--- config.mk ---
export PLATFORM = sky130hd
export DESIGN_NAME = alu_exec_unit
export DESIGN_NICKNAME = d
export VERILOG_FILES = /design/src/rtl/alu_exec_unit.sv
export SDC_FILE = /design/constraint.sdc
export NUM_CORES = 1
export LEC_CHECK = 0
export CORE_MARGIN = 4
export CORE_UTILIZATION = 37
export DETAILED_ROUTE_END_ITERATION = 8
export SETUP_SLACK_MARGIN = 0.05
export SLEW_MARGIN = 30
export SYNTH_ARGS = -nofsm -noshare
export SYNTH_HDL_FRONTEND = slang
export SYNTH_SLANG_ARGS = --single-unit
export TNS_END_PERCENT = 20
--- constraint.sdc ---
create_clock -name clk -period 9.3 [get_ports clk]
set_input_delay 1.395 -clock clk [delete_from_list [all_inputs] [get_ports clk]]
set_output_delay 1.395 -clock clk [all_outputs]
set_load 0.005 [all_outputs]
--- src/rtl/alu_exec_unit.sv ---
// Purpose: two-stage pipelined ALU execution unit with a 3-entry in-order response FIFO.
// Latency: a request accepted at edge E (FIFO empty) shows rsp_valid=1 after edge E+1.
// Backpressure: req_ready is decoded from registered occupancy only (fifo_count + s1_valid <= 2).
// Optional: define ALU_EXEC_STATS_EN to add the op_count / ovf_count statistics ports.

`ifndef c_ADD
`define c_ADD  3'd0
`endif
`ifndef c_SUB
`define c_SUB  3'd1
`endif
`ifndef c_SLT
`define c_SLT  3'd2
`endif
`ifndef c_XOR
`define c_XOR  3'd3
`endif
`ifndef c_NAND
`define c_NAND 3'd4
`endif
`ifndef c_AND
`define c_AND  3'd5
`endif
`ifndef c_NOR
`define c_NOR  3'd6
`endif
`ifndef c_OR
`define c_OR   3'd7
`endif

// Purpose: combinational n-bit ALU (add/sub/slt and bitwise ops) with carry, zero, overflow.
// Latency: 0 cycles, purely combinational.
// Backpressure: none; outputs follow inputs.
module alu #(
    parameter int n = 32
) (
    input  logic [n-1:0] a,
    input  logic [n-1:0] b,
    input  logic [2:0]   cmd,
    output logic [n-1:0] result,
    output logic         carryout,
    output logic         zero,
    output logic         overflow
);

    logic         sub_op;
    logic [n-1:0] b_eff;
    logic [n:0]   sum_full;
    logic         add_ovf;
    logic         slt_bit;

    // Shared adder: SUB and SLT both compute a + ~b + 1; SLT uses sign xor overflow.
    always_comb begin
        sub_op   = (cmd == `c_SUB) || (cmd == `c_SLT);
        b_eff    = sub_op ? ~b : b;
        sum_full = {1'b0, a} + {1'b0, b_eff} + {{n{1'b0}}, sub_op};
        add_ovf  = (a[n-1] == b_eff[n-1]) && (sum_full[n-1] != a[n-1]);
        slt_bit  = sum_full[n-1] ^ add_ovf;
    end

    // Result / flag selection; SLT still reports the raw subtract flags here.
    always_comb begin
        result   = '0;
        carryout = 1'b0;
        overflow = 1'b0;
        case (cmd)
            `c_ADD, `c_SUB: begin
                result   = sum_full[n-1:0];
                carryout = sum_full[n];
                overflow = add_ovf;
            end
            `c_SLT: begin
                result   = {{(n-1){1'b0}}, slt_bit};
                carryout = sum_full[n];
                overflow = add_ovf;
            end
            `c_XOR:  result = a ^ b;
            `c_NAND: result = ~(a & b);
            `c_AND:  result = a & b;
            `c_NOR:  result = ~(a | b);
            `c_OR:   result = a | b;
            default: result = '0;
        endcase
        zero = (result == '0);
    end

endmodule

// Purpose: request/response wrapper around alu: stage-1 operand register, stage-2 evaluate into FIFO.
// Latency: accept at edge E -> response at FIFO head after edge E+1 (when FIFO empty).
// Backpressure: rsp_ready=0 fills the 3-entry FIFO; req_ready drops once occupancy would exceed it.
module alu_exec_unit #(
    parameter int n = 32
) (
    input  logic         clk,
    input  logic         reset,
    input  logic         req_valid,
    output logic         req_ready,
    input  logic [n-1:0] req_a,
    input  logic [n-1:0] req_b,
    input  logic [2:0]   req_cmd,
    output logic         rsp_valid,
    input  logic         rsp_ready,
    output logic [n-1:0] rsp_result,
    output logic         rsp_carryout,
    output logic         rsp_zero,
    output logic         rsp_overflow,
    output logic [2:0]   rsp_cmd
`ifdef ALU_EXEC_STATS_EN
    ,
    output logic [15:0]  op_count,
    output logic [15:0]  ovf_count
`endif
);

    typedef struct packed {
        logic [n-1:0] result;
        logic         carryout;
        logic         zero;
        logic         overflow;
        logic [2:0]   cmd;
    } rsp_ent_t;

    // Stage 1 operand registers
    logic         s1_valid;
    logic [n-1:0] s1_a;
    logic [n-1:0] s1_b;
    logic [2:0]   s1_cmd;

    // ALU outputs (stage 2)
    logic [n-1:0] alu_result;
    logic         alu_carryout;
    logic         alu_zero;
    logic         alu_overflow;

    // Response FIFO
    rsp_ent_t     fifo_mem [3];
    logic [1:0]   wr_ptr;
    logic [1:0]   rd_ptr;
    logic [1:0]   fifo_count;
    rsp_ent_t     s2_ent;
    rsp_ent_t     head;

    logic         req_fire;
    logic         push;
    logic         pop;
    logic         is_arith;

    function automatic logic [1:0] ptr_inc(input logic [1:0] p);
        return (p == 2'd2) ? 2'd0 : p + 2'd1;
    endfunction

    alu #(.n(n)) u_alu (
        .a        (s1_a),
        .b        (s1_b),
        .cmd      (s1_cmd),
        .result   (alu_result),
        .carryout (alu_carryout),
        .zero     (alu_zero),
        .overflow (alu_overflow)
    );

    // Handshake decode; req_ready depends only on registered occupancy.
    // Occupancy never exceeds 3 while s1 holds data, so a stage-1 push always finds room.
    always_comb begin
        req_ready = ({1'b0, fifo_count} + {2'b00, s1_valid}) <= 3'd2;
        rsp_valid = (fifo_count != 2'd0);
        req_fire  = req_valid && req_ready;
        pop       = rsp_valid && rsp_ready;
        push      = s1_valid;
    end

    // Stage 2 packing: carry/overflow only meaningful for ADD/SUB, masked otherwise.
    always_comb begin
        is_arith        = (s1_cmd == `c_ADD) || (s1_cmd == `c_SUB);
        s2_ent.result   = alu_result;
        s2_ent.carryout = is_arith && alu_carryout;
        s2_ent.zero     = alu_zero;
        s2_ent.overflow = is_arith && alu_overflow;
        s2_ent.cmd      = s1_cmd;
    end

    // Stage 1 register: capture operands on acceptance, retire them into the FIFO next edge.
    always_ff @(posedge clk) begin
        if (reset) begin
            s1_valid <= 1'b0;
            s1_a     <= '0;
            s1_b     <= '0;
            s1_cmd   <= '0;
        end else begin
            s1_valid <= req_fire;
            if (req_fire) begin
                s1_a   <= req_a;
                s1_b   <= req_b;
                s1_cmd <= req_cmd;
            end
        end
    end

    // FIFO storage write; contents need no reset because outputs are gated by rsp_valid.
    always_ff @(posedge clk) begin
        if (!reset && push) begin
            fifo_mem[wr_ptr] <= s2_ent;
        end
    end

    // FIFO pointers (modulo 3) and occupancy; push+pop together leaves count unchanged.
    always_ff @(posedge clk) begin
        if (reset) begin
            wr_ptr     <= 2'd0;
            rd_ptr     <= 2'd0;
            fifo_count <= 2'd0;
        end else begin
            if (push) wr_ptr <= ptr_inc(wr_ptr);
            if (pop)  rd_ptr <= ptr_inc(rd_ptr);
            case ({push, pop})
                2'b10:   fifo_count <= fifo_count + 2'd1;
                2'b01:   fifo_count <= fifo_count - 2'd1;
                default: fifo_count <= fifo_count;
            endcase
        end
    end

    // Response payload: FIFO head while valid, all-zero otherwise.
    always_comb begin
        head         = fifo_mem[rd_ptr];
        rsp_result   = rsp_valid ? head.result : '0;
        rsp_carryout = rsp_valid && head.carryout;
        rsp_zero     = rsp_valid && head.zero;
        rsp_overflow = rsp_valid && head.overflow;
        rsp_cmd      = rsp_valid ? head.cmd : 3'd0;
    end

`ifdef ALU_EXEC_STATS_EN
    // Statistics: consumed responses (wrapping) and consumed overflows (saturating).
    always_ff @(posedge clk) begin
        if (reset) begin
            op_count  <= 16'd0;
            ovf_count <= 16'd0;
        end else if (pop) begin
            op_count <= op_count + 16'd1;
            if (rsp_overflow && (ovf_count != 16'hFFFF)) begin
                ovf_count <= ovf_count + 16'd1;
            end
        end
    end
`endif

endmodule

==> impl_metrics.sql, run 1 <==
INSERT INTO impl_metrics (metric_group, metric, value, unit) VALUES
('grt', 'grt_antenna_before_repair', '0', ''),
('finish', 'antenna_cells', '0', ''),
('power', 'power.density', '240.9', 'mW/mm^2'),
('min_path', 'hold_path_class', 'flop to flop', ''),
('grt', 'top_usage_layer', 'met1', ''),
('drt', 'route.detailed.vias_per_inst', '5.163', ''),
('finish', 'areaGrowthSynthToFinish', '17.62', '%'),
('worst_setup_path', 'worst_ep_required', '9.60', 'ns'),
('grt', 'overflow', '0', ''),
('synthesis', 'post_synth_instance_area', '0.01188', 'mm^2'),
('synthesis', 'postSynth.asyncResetShare', '0', '%'),
('die', 'io_pins', '111', ''),
('run_status', 'status', 'finished clean', ''),
('grt', 'tot_gr_track_use', '16.52', '%'),
('grt', 'largest_net_degree_at_the_start_of_global_routing', '77', ''),
('power', 'report.power.total', '3.367', 'mW'),
('power', 'p_leak', '5.410', 'nW'),
('die', 'die_area', '0.03505', 'mm^2'),
('timing', 'totalNegativeSetupSlack', '0', 'ns'),
('drt', 'drcViolationCount', '0', ''),
('worst_setup_path', 'critical_path.max_fanout', '18', ''),
('timing', 'setup_repair_after_global_routing_missed_its_margin', 'no', ''),
('clocking', 'ctsRootBufferMaster', 'sky130_fd_sc_hd__clkbuf_16', ''),
('timing', 'setup-violations-final', '0', ''),
('worst_setup_path', 'setup.worst_path.start_class', 'flop', ''),
('power', 'irDropWorstVdd', '102.9', 'uV'),
('worst_setup_path', 'worst_ep_arrival_time', '5.11', 'ns'),
('synthesis', 'mappedNetlistNets', '1492', ''),
('worst_setup_path', 'path_cells', 'xnor2_4 -> nor2_4 -> xnor2_1 -> ha_1 -> a21oi_2 -> o211ai_1 -> or4b_1 -> o211ai_2 -> a21boi_1 -> o31ai_1 -> xor2_1 -> a2111o_1 -> nor4_1 -> and3b_1', ''),
('worst_setup_path', 'setup.worst_path.end_class', 'flop', ''),
('timing', 'max_clock_freq', '207.9', 'MHz'),
('synthesis', 'ys.warnings.count', '0', ''),
('finish', 'drive_above_1_share', '5.361', '%'),
('clocking', 'clock_latency', '0.45', 'ns'),
('timing', 'tightest_slew', '0.7486', 'ns'),
('clocking', 'clk_transition_reported_paths', '0.08', 'ns'),
('clocking', 'cts_tree', 'yes', ''),
('timing', 'timing.final.max_slew_violations', '0', ''),
('clocking', 'htree_num_levels', '4', ''),
('synthesis', 'synth_cell_types', '67', ''),
('die', 'dieWidth', '187.2', 'um'),
('timing', 'final_worst_path_period_need', '4.810', 'ns'),
('clocking', 'cts_hold_repair.buffers', '0', ''),
('clocking', 'cts_setup_buffers', '0', ''),
('synthesis', 'synth_sequential_area_ratio', '41.61', '%'),
('worst_setup_path', 'max_stage_delay', '0.66', 'ns'),
('die', 'num_rows', '65', ''),
('synthesis', 'synth_seq_cells', '190', ''),
('clocking', 'cts_made_buffers', '17', ''),
('synthesis', 'synthFlopType', 'sky130_fd_sc_hd__edfxtp_1', ''),
('worst_setup_path', 'critical-path-slowest-cell', 'sky130_fd_sc_hd__dfxtp_2', ''),
('timing', 'slew-limit-headroom', '49.56', '%'),
('timing', 'hold_viol', '0', ''),
('drt', 'detailroute.via_count', '9298', ''),
('drt', 'routed_wire_length_per_instance', '16.21', 'um'),
('drt', 'first_iter_violations', '699', ''),
('drt', 'first_pass_iters', '8', ''),
('grt', 'grt_util_met1', '26.12', '%'),
('grt', 'grt_util_met3', '2.576', '%'),
('drt', 'routed_wl', '29190', 'um'),
('die', 'core_region_area', '0.03164', 'mm^2'),
('timing', 'final.period_utilization', '51.72', '%'),
('die', 'die_h', '187.2', 'um'),
('finish', 'number_of_fillers_in_the_final_layout', '3055', ''),
('die', 'initial_utilization', '37.56', '%'),
('worst_setup_path', 'worst_setup_path_category', 'flop to flop', ''),
('synthesis', 'synth_enable_flop_cells', '114', ''),
('drt', 'drt.antenna.violating_nets', '0', ''),
('clocking', 'post_cts.resized_instances', '0', ''),
('clocking', 'cts.sinks', '190', ''),
('finish', 'finalNetCount', '1559', ''),
('synthesis', 'postSynthCellCount', '1319', ''),
('grt', 'grt_util_met2', '23.35', '%'),
('clocking', 'clk_path_buf_depth', '2', ''),
('grt', 'grt_pass1_wl', '47240', 'um'),
('placement', 'place.port_buffers', '110', ''),
('grt', 'vias_in_the_first_global_route', '8622', ''),
('flow_run', 'drv_cap', '0', ''),
('timing', 'finalClockSkew', '0.01184', 'ns'),
('placement', 'gpl.final_weighted_congestion', '0.9199', ''),
('placement', 'dp.final_hpwl', '21120', 'um'),
('synthesis', 'synthesis.area_per_instance', '9.010', 'um^2');
-- cells in the mapped netlist, drive strengths merged, types with 4 or more instances --
| cell | count | area [um^2] |
|---|---|---|
| buf | 34 | 168.9 |
| a21boi | 14 | 105.1 |
| nand2 | 180 | 675.7 |
| nand2b | 10 | 62.56 |
| a21o | 16 | 120.1 |
| nand4 | 8 | 50.05 |
| mux2i | 41 | 410.4 |
| a222oi | 4 | 40.04 |
| a22oi | 9 | 67.56 |
| ha | 101 | 1264 |
| or3 | 4 | 25.02 |
| a211oi | 6 | 45.04 |
| o2111ai | 5 | 50.04 |
| nand3 | 8 | 40.04 |
| a31oi | 12 | 90.09 |
| inv | 84 | 315.3 |
| and2 | 7 | 43.79 |
| o21ai | 25 | 125.1 |
| xor2 | 28 | 245.2 |
| and3 | 5 | 31.28 |
| dfxtp | 76 | 1521 |
| nor2b | 4 | 25.02 |
| nor4 | 4 | 25.02 |
| nor2 | 139 | 521.8 |
| clkbuf | 45 | 170.2 |
| edfxtp | 114 | 3423 |
| nor3b | 4 | 30.03 |
| o211a | 4 | 40.04 |
| nor3 | 17 | 85.08 |
| xnor2 | 65 | 588.1 |
| a21oi | 181 | 913.4 |
| o22ai | 14 | 87.58 |
| o211ai | 8 | 65.06 |
-- layer usage --
metal / wire (um) / up-vias
met1: 15470 / 4310
met3: 1598 / 23
met2: 11760 / 222
met4: 361 / 0
li1: - / 4743
met5: 0 / -
-- sequential cells by signal (all words and copies together) (netlist names), named ones only --
register / count
push: 1
s1_a: 32
fifo_mem: 114
fifo_count: 2
s1_cmd: 3
wr_ptr: 2
s1_b: 32
rd_ptr: 2
-- cell usage in the layout, fill, tap and decap left out, types with 5 or more instances in the layout --
cell                              Yosys  final
sky130_fd_sc_hd__nor3_1              17     16
sky130_fd_sc_hd__and3_1               5      5
sky130_fd_sc_hd__xnor2_1             64     64
sky130_fd_sc_hd__clkdlybuf4s50_1      0    109
sky130_fd_sc_hd__edfxtp_1           114    114
sky130_fd_sc_hd__a21o_1              16     16
sky130_fd_sc_hd__o211ai_1             7      7
sky130_fd_sc_hd__dfxtp_1             76     72
sky130_fd_sc_hd__and2_1               7      6
sky130_fd_sc_hd__mux2i_1             41     41
sky130_fd_sc_hd__nand4_1              8      8
sky130_fd_sc_hd__a21oi_1            179    179
sky130_fd_sc_hd__inv_1               84     84
sky130_fd_sc_hd__buf_4                2     16
sky130_fd_sc_hd__o22ai_1             14     14
sky130_fd_sc_hd__nand2_1            180    179
sky130_fd_sc_hd__ha_1               101    101
sky130_fd_sc_hd__a22oi_1              9      9
sky130_fd_sc_hd__nand3_1              8      8
sky130_fd_sc_hd__o21ai_0             25     25
sky130_fd_sc_hd__nor2_1             139    135
sky130_fd_sc_hd__xor2_1              28     28
sky130_fd_sc_hd__inv_8                0      5
sky130_fd_sc_hd__a211oi_1             6      6
sky130_fd_sc_hd__clkbuf_16            0     17
sky130_fd_sc_hd__nand2b_1            10     10
sky130_fd_sc_hd__a21boi_0            13     13
sky130_fd_sc_hd__a31oi_1             11     11
-- path summary, 6_finish.rpt --
path / startpoint / endpoint / slack (ns) / cells past startpoint
hold / removal: s1_b[2] / s1_b[2] / 0.48 / 2
setup reg to reg: s1_cmd[0] / fifo_mem[0][4] / 4.49 / 14
hold reg to reg: s1_b[2] / s1_b[2] / 0.48 / 2
setup / recovery: s1_cmd[0] / fifo_mem[0][4] / 4.49 / 14
-- through the flow --
step	setup slack (ns)	std cells	cell area, um^2	utilization [%]	hold WS (ns)
after floorplan	4.274	1319	11880	-	0.4410
after global placement	4.192	1768	13300	42.05	0.4629
after CTS	4.514	1801	13980	44.18	0.4778
after detailed placement	4.534	1769	13330	42.14	0.4665
after global routing	4.157	1801	13980	44.18	0.4952
final	4.490	1801	13980	44.18	0.4756
-- where the power goes --
group | total, mW | switching [mW] | internal, mW
clock | 0.797 | 0.411 | 0.386
combinational | 1.46 | 0.857 | 0.605
sequential | 1.11 | 0.0624 | 1.05
-- logic make-up (layout without fill, tap and decap cells) --
kind of cell	count (synthesis)	count (layout)	synth area share, %
XOR/XNOR	93	93	7.012
AO/OA/AOI/OAI	328	328	17.12
adder cells (fa/ha/maj)	102	102	10.80
multiplexers	42	42	3.548
AND/OR/NAND/NOR	401	401	14.40
flip-flops	190	190	41.61
buffers and inverters	163	243	5.506
-- critical path, delay by kind of cell (launching register included) --
family	cells	cell delay, ns
AOI/OAI and AO/OA	6	1.64
DFF	1	0.66
xor gates and xnor gates	3	0.49
adders and majority gates	1	0.43
and+or+nand+nor	4	1.43
-- area by class of cell --
cell class | instances | area (um^2) | share of cell area, %
clock buffers | 17 | 425.4 | 3.043
flip-flops and latches | 190 | 4950 | 35.41
inverters | 84 | 315.3 | 2.256
clock inverters | 15 | 222.7 | 1.593
multi-input cells | 966 | 6319 | 45.20
repair buffers | 127 | 1244 | 8.897
well taps | 402 | 503.0 | 3.598
Power figures use the tool's default switching activity.
==> run 2: changes to the inputs <==
==> constraint.sdc (replaced) <==
create_clock -name clk -period 4.8 [get_ports clk]
set_input_delay 0.72 -clock clk [delete_from_list [all_inputs] [get_ports clk]]
set_output_delay 0.72 -clock clk [all_outputs]
set_load 0.005 [all_outputs]
==> run 2 against run 1 <==
Die area is the same; fmax grew 11%; critical path depth grew 1; highest routed layer unchanged.
==> impl_metrics.sql, run 2 (synthesis gave the netlist of run 1 again) <==
INSERT INTO impl_metrics (metric_group, metric, value, unit) VALUES
('run_status', 'status', 'finished clean', ''),
('grt', 'grt_pass1_wl', '47610', 'um'),
('worst_setup_path', 'worst_setup_path_category', 'flop to flop', ''),
('power', 'p_leak', '5.411', 'nW'),
('worst_setup_path', 'critical_path.max_fanout', '9', ''),
('clocking', 'htree_num_levels', '4', ''),
('worst_setup_path', 'worst_ep_required', '5.10', 'ns'),
('drt', 'drt.antenna.violating_nets', '0', ''),
('die', 'io_pins', '111', ''),
('finish', 'final_cell_mix', 'sky130_fd_sc_hd__nand2_1, sky130_fd_sc_hd__a21oi_1, sky130_fd_sc_hd__nor2_1, sky130_fd_sc_hd__edfxtp_1, sky130_fd_sc_hd__clkdlybuf4s50_1', ''),
('grt', 'grt_util_met1', '25.99', '%'),
('grt', 'vias_in_the_first_global_route', '8637', ''),
('finish', 'areaGrowthSynthToFinish', '17.64', '%'),
('timing', 'final_worst_path_period_need', '4.337', 'ns'),
('grt', 'grt_util_met3', '2.968', '%'),
('timing', 'setup-violations-final', '0', ''),
('clocking', 'clock_latency', '0.44', 'ns'),
('finish', 'antenna_cells', '0', ''),
('grt', 'grt_antenna_before_repair', '0', ''),
('finish', 'reg_top3', 'fifo_mem (114), s1_a (32), s1_b (32)', ''),
('power', 'irDropWorstVdd', '221.7', 'uV'),
('finish', 'finalNetCount', '1565', ''),
('finish', 'stdcell_count', '1807', ''),
('timing', 'final.period_utilization', '90.36', '%'),
('die', 'die_area', '0.03505', 'mm^2'),
('clocking', 'clk_path_buf_depth', '2', ''),
('placement', 'placed_cells_incl_taps', '1770', ''),
('die', 'core_region_area', '0.03164', 'mm^2'),
('clocking', 'cts_tree', 'yes', ''),
('grt', 'overflow', '0', ''),
('drt', 'routed_wire_length_per_instance', '16.60', 'um'),
('drt', 'route.detailed.vias_per_inst', '5.187', ''),
('grt', 'largest_net_degree_at_the_start_of_global_routing', '75', ''),
('drt', 'detailroute.via_count', '9373', ''),
('timing', 'tightest_slew', '0.9342', 'ns'),
('placement', 'dp.final_hpwl', '21740', 'um'),
('worst_setup_path', 'worst_ep_arrival_time', '4.64', 'ns'),
('clocking', 'cts.sinks', '190', ''),
('flow_run', 'drv_cap', '0', ''),
('clocking', 'clk_transition_reported_paths', '0.08', 'ns'),
('placement', 'gpl.final_weighted_congestion', '0.9109', ''),
('drt', 'drcViolationCount', '0', ''),
('grt', 'tot_gr_track_use', '16.67', '%'),
('drt', 'routed_wl', '29990', 'um'),
('timing', 'finalClockSkew', '0.01428', 'ns'),
('timing', 'post-route-worst-setup-slack', '0.4626', 'ns'),
('clocking', 'ctsRootBufferMaster', 'sky130_fd_sc_hd__clkbuf_16', ''),
('die', 'die_h', '187.2', 'um'),
('timing', 'timing.final.max_slew_violations', '0', ''),
('grt', 'grt_util_met2', '23.89', '%'),
('die', 'dieWidth', '187.2', 'um'),
('timing', 'hold_viol', '0', ''),
('power', 'power.density', '460.4', 'mW/mm^2'),
('timing', 'slew-limit-headroom', '37.72', '%'),
('timing', 'max_clock_freq', '230.6', 'MHz'),
('placement', 'place.port_buffers', '110', ''),
('grt', 'top_usage_layer', 'met1', ''),
('drt', 'first_iter_violations', '557', ''),
('finish', 'drive_above_1_share', '5.694', '%'),
('clocking', 'cts_made_buffers', '17', ''),
('finish', 'largest_reg_flops', '114', ''),
('die', 'num_rows', '65', ''),
('timing', 'setup_repair_after_global_routing_missed_its_margin', 'no', ''),
('finish', 'regMostFlops', 'fifo_mem', ''),
('clocking', 'post_cts.resized_instances', '0', ''),
('placement', 'setup_slack_at_placement', '0.3432', 'ns'),
('drt', 'first_pass_iters', '5', ''),
('min_path', 'hold_path_class', 'flop to flop', ''),
('worst_setup_path', 'setup.worst_path.end_class', 'flop', ''),
('die', 'initial_utilization', '37.56', '%'),
('worst_setup_path', 'setup.worst_path.start_class', 'flop', '');
==> run 2: final cells by class <==
class	count	area, um^2
clock buffers	17	425.4
multi-input cells	966	6316
flip-flops and latches	190	4950
repair buffers	133	1289
well taps	402	503.0
clock inverters	15	181.4
fillers	3076	17660
inverters	84	315.3
==> run 2: worst paths after layout <==
| check | from | to | slack (ns) | cells past startpoint |
|---|---|---|---|---|
| setup / recovery | s1_cmd[0] | fifo_mem[2][4] | 0.46 | 15 |
| hold / removal | s1_b[12] | s1_b[12] | 0.48 | 2 |
| setup reg to reg | s1_cmd[0] | fifo_mem[2][4] | 0.46 | 15 |
| hold reg to reg | s1_b[12] | s1_b[12] | 0.48 | 2 |
==> run 2: per-layer routing <==
metal,up-vias,share of wire [%]
li1,4748,-
met1,4377,52
met2,224,41
met3,24,5.0
met4,0,1.4
met5,-,0
==> run 2: repair_timing <==
item | CTS | global route
setup buffers | 0 | 5
endpoints found under the hold margin | 0 | 0
setup endpoints to repair | 0 | 3
hold buffers | 0 | 0
==> run 2: through the flow <==
step / cell area [um^2] / hold slack (ns) / TNS, ns / power [mW] / util [%]
floorplan: 11890 / 0.4410 / 0 / 4.056 / -
global placement: 13310 / 0.4637 / -0.2495 / 4.973 / 42.06
detailed placement: 13340 / 0.4679 / 0 / 5.032 / 42.15
CTS: 13940 / 0.4780 / 0 / 6.483 / 44.07
global route: 13980 / 0.5009 / 0 / 6.909 / 44.19
finish: 13980 / 0.4758 / 0 / 6.437 / 44.19
==> run 2: worst max-delay path, cell delays in order, from the launching register on <==
cell and delay (ns):
sky130_fd_sc_hd__dfxtp_2 0.35, sky130_fd_sc_hd__xnor2_4 0.24, sky130_fd_sc_hd__nor2_4 0.06, sky130_fd_sc_hd__buf_4 0.19
sky130_fd_sc_hd__xnor2_1 0.13, sky130_fd_sc_hd__ha_1 0.41, sky130_fd_sc_hd__a21oi_2 0.12, sky130_fd_sc_hd__o211ai_1 0.28
sky130_fd_sc_hd__or4b_1 0.54, sky130_fd_sc_hd__o211ai_2 0.31, sky130_fd_sc_hd__a21boi_1 0.11, sky130_fd_sc_hd__o31ai_1 0.44
sky130_fd_sc_hd__xor2_1 0.16, sky130_fd_sc_hd__a2111o_1 0.44, sky130_fd_sc_hd__nor4_1 0.20, sky130_fd_sc_hd__and3b_1 0.22
==> run 2: power by group <==
part           leakage [nW]  switching, mW  internal [mW]  total, mW
Sequential             1.67          0.153           2.03       2.18
Combinational          3.45           1.63           1.19       2.82
Clock                 0.288          0.725          0.710       1.44
